### src/rtl/step_sequencer.sv
// Run-control scheduler: issues one step pulse per instruction and stops on halt, count or breakpoint.
// Optional breakpoint logic is enabled by defining STEP_SEQ_BREAKPOINT_EN.
module step_sequencer #(
   parameter int PC_W  = 6,
   parameter int CNT_W = 8
) (
   input  logic             clk,
   input  logic             reset,
   input  logic             cmd_step,
   input  logic             cmd_run,
   input  logic             cmd_run_n,
   input  logic [CNT_W-1:0] run_count,
   input  logic             cmd_halt,
   input  logic             cpu_idle,
   input  logic [PC_W-1:0]  cpu_pc,
   input  logic             bp_valid,
   input  logic [PC_W-1:0]  bp_addr,
   output logic             step,
   output logic             halted,
   output logic             bp_hit,
   output logic [CNT_W-1:0] retired_count,
   output logic [1:0]       state_dbg
);

   // Handshake with the controller: step is held for exactly one cycle (ISSUE);
   // the instruction is in flight from the cycle cpu_idle drops until it rises again.

   typedef enum logic [1:0] {S_HALT, S_ISSUE, S_WAIT_LEAVE, S_WAIT_IDLE} state_t;
   typedef enum logic [1:0] {M_STEP, M_RUN, M_RUN_N} mode_t;

   localparam logic [CNT_W-1:0] CNT_ONE = CNT_W'(1);

   state_t           state, state_n;
   mode_t            mode, mode_n;
   logic [CNT_W-1:0] remaining, remaining_n;
   logic [CNT_W-1:0] retired_n;
   logic [CNT_W-1:0] rem_dec;
   logic             halt_pend, halt_pend_n;
   logic             bp_hit_q, bp_hit_n;
   logic             bp_match;
   logic             halt_now;

`ifdef STEP_SEQ_BREAKPOINT_EN
   assign bp_match = bp_valid && (cpu_pc == bp_addr);
`else
   logic unused_bp;
   assign unused_bp = ^{bp_valid, bp_addr, cpu_pc};
   assign bp_match  = 1'b0;
`endif

   assign rem_dec  = remaining - CNT_ONE;
   // A halt arriving in the retire cycle itself must stop at that same boundary.
   assign halt_now = halt_pend | cmd_halt;

   always_ff @(posedge clk or negedge reset) begin
      if (!reset) begin
         state         <= S_HALT;
         mode          <= M_STEP;
         remaining     <= '0;
         retired_count <= '0;
         halt_pend     <= 1'b0;
         bp_hit_q      <= 1'b0;
      end else begin
         state         <= state_n;
         mode          <= mode_n;
         remaining     <= remaining_n;
         retired_count <= retired_n;
         halt_pend     <= halt_pend_n;
         bp_hit_q      <= bp_hit_n;
      end
   end

   always_comb begin
      state_n     = state;
      mode_n      = mode;
      remaining_n = remaining;
      retired_n   = retired_count;
      halt_pend_n = halt_pend;
      bp_hit_n    = bp_hit_q;

      if (state != S_HALT && cmd_halt)
         halt_pend_n = 1'b1;

      case (state)
         S_HALT: begin
            if (cpu_idle && !cmd_halt) begin
               if (cmd_step) begin
                  mode_n      = M_STEP;
                  state_n     = S_ISSUE;
               end else if (cmd_run_n && run_count != '0) begin
                  mode_n      = M_RUN_N;
                  remaining_n = run_count;
                  state_n     = S_ISSUE;
               end else if (cmd_run) begin
                  mode_n      = M_RUN;
                  state_n     = S_ISSUE;
               end
               if (state_n == S_ISSUE) begin
                  halt_pend_n = 1'b0;
                  bp_hit_n    = 1'b0;
               end
            end
         end
         S_ISSUE: state_n = S_WAIT_LEAVE;
         S_WAIT_LEAVE: begin
            if (!cpu_idle)
               state_n = S_WAIT_IDLE;
         end
         S_WAIT_IDLE: begin
            if (cpu_idle) begin
               retired_n = retired_count + CNT_ONE;
               if (mode == M_RUN_N)
                  remaining_n = rem_dec;
               if (halt_now) begin
                  state_n = S_HALT;
               end else if (bp_match) begin
                  state_n  = S_HALT;
                  bp_hit_n = 1'b1;
               end else if (mode == M_STEP) begin
                  state_n = S_HALT;
               end else if (mode == M_RUN_N && rem_dec == '0) begin
                  state_n = S_HALT;
               end else begin
                  state_n = S_ISSUE;
               end
            end
         end
         default: state_n = S_HALT;
      endcase
   end

   assign step      = (state == S_ISSUE);
   assign halted    = (state == S_HALT);
   assign state_dbg = state;
`ifdef STEP_SEQ_BREAKPOINT_EN
   assign bp_hit    = bp_hit_q;
`else
   assign bp_hit    = 1'b0;
`endif

endmodule

### config.mk
export PLATFORM = sky130hd
export DESIGN_NAME = step_sequencer
export DESIGN_NICKNAME = d
export VERILOG_FILES = /design/src/rtl/step_sequencer.sv
export SDC_FILE = /design/constraint.sdc
export NUM_CORES = 1
export LEC_CHECK = 0
export ABC_CLOCK_PERIOD_IN_PS = 1740
export CAP_MARGIN = 20
export CORE_ASPECT_RATIO = 0.6
export CORE_UTILIZATION = 42
export CTS_CLUSTER_SIZE = 8
export DETAILED_ROUTE_END_ITERATION = 8
export GPL_TIMING_DRIVEN = 0
export PLACE_DENSITY = 0.85
export SLEW_MARGIN = 0
export SYNTH_ARGS = -nofsm -noshare
export SYNTH_HDL_FRONTEND = slang
export SYNTH_SLANG_ARGS = --single-unit
export TNS_END_PERCENT = 20
### constraint.sdc
create_clock -name clk -period 1.74 [get_ports clk]
set_clock_uncertainty 0.1 [all_clocks]
set_input_delay 0.435 -clock clk [delete_from_list [all_inputs] [get_ports clk]]
set_output_delay 0.435 -clock clk [all_outputs]
set_load 0.05 [all_outputs]
### Word-level counts from Yosys, hierarchy flattened

Index checks and enable logic that the tools add are counted.

| word-level totals | value |
|---|---|
| register bits after elaboration | 21 |
| bits of input ports | 28 |
| logic and storage cells | 60 |

| operators by class | value |
|---|---|
| add/sub/neg operators | 2 |
| eq/ne operators | 11 |
| mux-type cells | 25 |
| bitwise gates (word level) | 1 |
| reductions and logical operators | 16 |

Operators with widths:

| kind | count |
|---|---|
| $mux W8 | 5 |
| $mux W2 | 11 |
| $pmux W8 S2 | 1 |
| $add A8 B1 Y8 const B | 1 |
| $logic_not A8 Y1 | 1 |
| $ne A2 B2 Y1 const B | 4 |
| $pmux W2 S4 | 1 |
| $reduce_bool A8 Y1 | 1 |
| $sub A8 B1 Y8 const B | 1 |
| $mux W1 | 7 |
| $eq A2 B2 Y1 const B | 3 |
| $reduce_and A3 Y1 | 2 |
| $reduce_and A6 Y1 | 1 |
| $eq A2 B1 Y1 const B | 2 |
| $logic_and A1 B1 Y1 | 4 |
| $logic_not A2 Y1 | 2 |
| $ne A2 B1 Y1 const B | 2 |
| $reduce_bool A2 Y1 | 2 |
| $reduce_bool A3 Y1 | 1 |
| $reduce_and A2 Y1 | 1 |
| $logic_not A1 Y1 | 1 |
| $or A1 B1 Y1 | 1 |

### Depth between registers and ports, before layout

| logic depth | value |
|---|---|
| word-level depth | 10 |
| depth in mapped cells | 7 |
| depth with buffers taken out | 6 |

### Worst setup path after synthesis

Ideal clock, no wire load.

| path | value |
|---|---|
| path kind | register -> register |
| start | reg state[0], in the netlist state_dbg[0] |
| end | reg remaining[4] |
| library setup time | 121 ps |
| arrival | 2422 ps |
| data required time | 1519 ps |
| slack | -903 ps |
| cell stages (with the launch flop) | 8 |
| path buffers | 1 |
| period minus slack after synthesis | 2643 ps |
| path through | dfrtp_1 > inv_1 > ha_1 > buf_2 > nor4bb_1 > o21a_4 > o21ai_4 > o22a_1 |

| on the way | value |
|---|---|
| word-level cells in the longest chain between the ends | 3 |
| elaborated cells on any way between the ends | 10 |
| those cells by class | eq/ne (6); mux (1); reduce/logical (3) |

RTL lines:

| element | line | source |
|---|---|---|
| from (decl) | 33 | `state_t state, state_n;` |
| from (signal assigned) | 64 | `state <= state_n;` |
| $logic_not A2 Y1 (*) | - |  |
| via halted | 19 | `output logic halted,` |
| $ne A2 B1 Y1 (no line) (tied with other cells) | - |  |
| $reduce_and A6 Y1 (no line) | - |  |
| to (signal assigned) | 66 | `remaining <= remaining_n;` |
| to (decl) | 35 | `logic [CNT_W-1:0] remaining, remaining_n;` |

The timed path passes the listed nets; every way through them passes the cells marked *.
A chain may end at the register's enable or synchronous reset.

### Worst setup path after layout

| path | value |
|---|---|
| start | in cmd_run_n |
| end | reg remaining[4] |

| on the way | value |
|---|---|
| word-level cells in the longest chain between the ends | 3 |

RTL lines:

| element | line | source |
|---|---|---|
| from (decl) | 11 | `input logic cmd_run_n,` |
| $logic_and A1 B1 Y1 | 90 | `end else if (cmd_run_n && run_count != '0) begin` |
| $ne A2 B1 Y1 (no line) | - |  |
| $reduce_and A6 Y1 (no line) | - |  |

No other way between the ends.

==> flow_metrics.tcl <==
set metrics [dict create \
    outcome "finished with violations" \
    failed_checks "setup timing" \
    fill_cells 267 \
    drive_gt1_share_pct 34.8 \
    p_leak_nw 0.792 \
    power_frac_comb_pct 58.8 \
    first_iter_violations 141 \
    wire_per_inst_microns 17.3 \
    synth_top_area_cell "dfrtp_1" \
    p_int_w 0.00153 \
    clock.fmax_mhz 538 \
    postLayoutCellArea_sq_um 1860 \
    die_w_microns 74.9 \
    io_buffers 26 \
    firstDrtPassIters 4 \
    rows 15 \
    finalCritPeriodShare_pct 107 \
    synth_area_leaders "dfrtp_1, ha_1, xnor2_1, a21oi_1, nor2_1" \
    clkLatencyLatePin_ps 270 \
    wirelength_microns 3810 \
    cp.arrival_ps 1920 \
    grt_max_degree 22 \
    die_area_sq_um 3420 \
    antenna_found_initial 0 \
    seq_area_frac_synth_pct 39.3 \
    final_nets 214 \
    num_vias 1304 \
    diodes 0 \
    io_pins 41 \
    worst_slew_pin_slew_ps 982 \
    dpl_cell_area_sq_um 1690 \
    drc_errors 0 \
    syn2layout_area_growth_pct 38.7 \
    syn_area_per_cell_sq_um 9.55 \
    final_cell_mix "dfrtp_1, nor2_1, a21oi_1" \
    cts_hold_buf 0 \
    crit-reg2reg-capture "remaining[4]" \
    slew_headroom_pct 34.3 \
    min_path_type "primary input to flip-flop" \
    critPathMaxStageDelay_ps 500 \
    cts_buffer_depth 2 \
    power_switching_w 0.00146 \
    die_h_microns 45.7 \
    timing.rr.start "state_dbg[0]" \
    cts_num_sinks 21 \
    drv_slew 0 \
    required_ps 1800 \
    cts_tree "done" \
    ys_types 41 \
    worstHoldPathCells 3 \
    cts.clk_slew.worst_paths_ps 80 \
    synth_fp_nets 175 \
    yosys_warnings 0 \
    min_to "remaining[1]" \
    pwr_density_cell_nw_per_um2 1610 \
    cts-buffers-inserted 3 \
    drv_cap 0 \
    hold_viol_final 0 \
    cp.depth 5 \
    stdcell_count 220 \
    critPathMaxFanout 7 \
    final.min_clock_period_ps 1860 \
    rsz0062_at_grt "yes" \
    utilization_pct 63.0 \
    setup_slack_ps -120 \
    ys_seq_elements 21 \
    total_power_w 0.00299 \
    cp_cell_sequence "clkdlybuf4s50_1, nor4bb_4, o21a_4, o21ai_4, o22a_1" \
    setup_tns_ps -491 \
    critPathLaunchType "primary input" \
    viasPerCell 5.93 \
    coreArea_sq_um 2950 \
    root_buffer "clkbuf_8" \
    layout_commonest_cell "dfrtp_1" \
    endpoint_kind "flip-flop" \
    routabilityCongestion 0.937 \
    clockPowerShare_pct 11.2 \
    ant_nets 0 \
    grt_pass1_vias 1208 \
    synth_top_cell_area_share_pct 39.3 \
    netlist_instances 140 \
    setup_violations 9 \
    grtUsageTotal_pct 24.1 \
    htree_num_levels 1 \
    startpoint "cmd_run_n" \
    critical-path-slowest-cell "clkdlybuf4s50_1" \
    switching_share_pct 48.9 \
    dp_hpwl_microns 2550 \
    reg2regPathDepth 7 \
    syn-cell-area_sq_um 1340 \
    dpl.cell_count 208 \
    p_seq_share_pct 30.0 \
    hp-start "run_count[1]" \
    r2r_setup_slack_ps -110 \
    worst-path-buf-inv 1 \
    start_util_pct 45.4 \
    ir_worst_vdd_v 0.000823 \
    grt_pass1_wl_microns 5980 \
    grt_overflow_total 0 \
    critPathTopFamily "compound AO/OA/AOI/OAI gates" \
    critical_path_class "primary input to flip-flop" \
]
-- layer usage --
layer	up-vias	GRT usage, %	part of all wire, %
met5	-	0	0
met4	0	6.79	1.9
met3	12	7.52	9.2
met2	73	34.6	44
met1	619	34.8	45
li1	600	-	-
-- how the worst max path moves through the flow --
stage | end | slack (ps)
5_1_grt | remaining[5] | -180
4_1_cts | remaining[5] | -70
3_3_place_gp | remaining[1] | -600
3_5_place_dp | remaining[4] | -650
2_1_floorplan | remaining[4] | -210
6_report | remaining[4] | -120
-- flip-flops by register name, indices dropped and copies added (netlist names) --
name and cells:
remaining 8, retired_count 8, mode 2, state_dbg 2, halt_pend 1
-- kinds of logic after synthesis --
| group | synth area share, % |
|---|---|
| adder cells (fa/ha/maj) | 6.55 |
| other | 0.280 |
| multiplexers | 2.43 |
| AO/OA/AOI/OAI | 24.3 |
| flip-flops | 39.3 |
| XOR/XNOR | 5.89 |
| buffers and inverters | 4.58 |
| AND/OR/NAND/NOR | 16.7 |
-- cells in the mapped netlist --
cell type  instances
inv_1              9
ha_1               7
dfrtp_1           21
and3_1             5
o21ai_4            1
conb_1             1
a2bb2oi_2          1
a41oi_1            1
o22a_1             3
o211ai_1           4
buf_2              1
xnor2_1            7
or4_4              2
a211oi_1           3
o21a_4             1
a2111oi_0          1
a31oi_1            4
o21ai_0            5
mux2i_1            1
a21o_1             1
mux2_2             2
nor4bb_1           1
nand2_1            2
o2bb2ai_1          3
clkbuf_1           4
or4_1              2
nand3b_1           1
a21oi_1           11
o221ai_1           2
nor3_1             2
nand2b_1           3
o31ai_1            1
o21ai_1            2
xor2_1             2
nor4_1             3
buf_4              1
o2111ai_1          1
nand3_1            6
nor3b_1            1
or3_1              1
nor2_1            10
-- tightest hold or removal path, stage by stage --
cell and delay, ps:
buf_6 70, o21ai_0 70, mux2i_1 120
-- layout make-up --
cell class	count	area, sq um	share of cell area, %
clock inverter	1	5.00	0.270
buffer	6	50.0	2.70
tap	42	52.6	2.83
multi-input combinational	104	866	46.7
timing repair buffer	34	278	15.0
clock buffer	3	41.3	2.23
inverter	9	33.8	1.82
sequential	21	529	28.5
-- per-stage QoR --
stage          worst slack (ps)  hold WS (ps)
6_report                   -120           376
5_1_grt                    -181           385
3_3_place_gp               -601           360
2_1_floorplan              -208          39.4
4_1_cts                   -70.3           376
3_5_place_dp               -655           366
-- power by group through the flow --
stage / clock, W / sequential [W] / combinational (W)
2_1_floorplan: 0 / 0.00108 / 0.000903
3_3_place_gp: 0 / 0.000869 / 0.00149
3_5_place_dp: 0 / 0.000886 / 0.00155
4_1_cts: 0.000341 / 0.000882 / 0.00169
5_1_grt: 0.000355 / 0.000921 / 0.00188
6_report: 0.000334 / 0.000896 / 0.00176
-- what timing repair did --
action                     in CTS  in global routing
setup buffers                   6                  2
pin swaps                       8                  5
setup endpoints to repair      29                 22
resized for setup              85                 16
(Power assumes the default switching activity.)
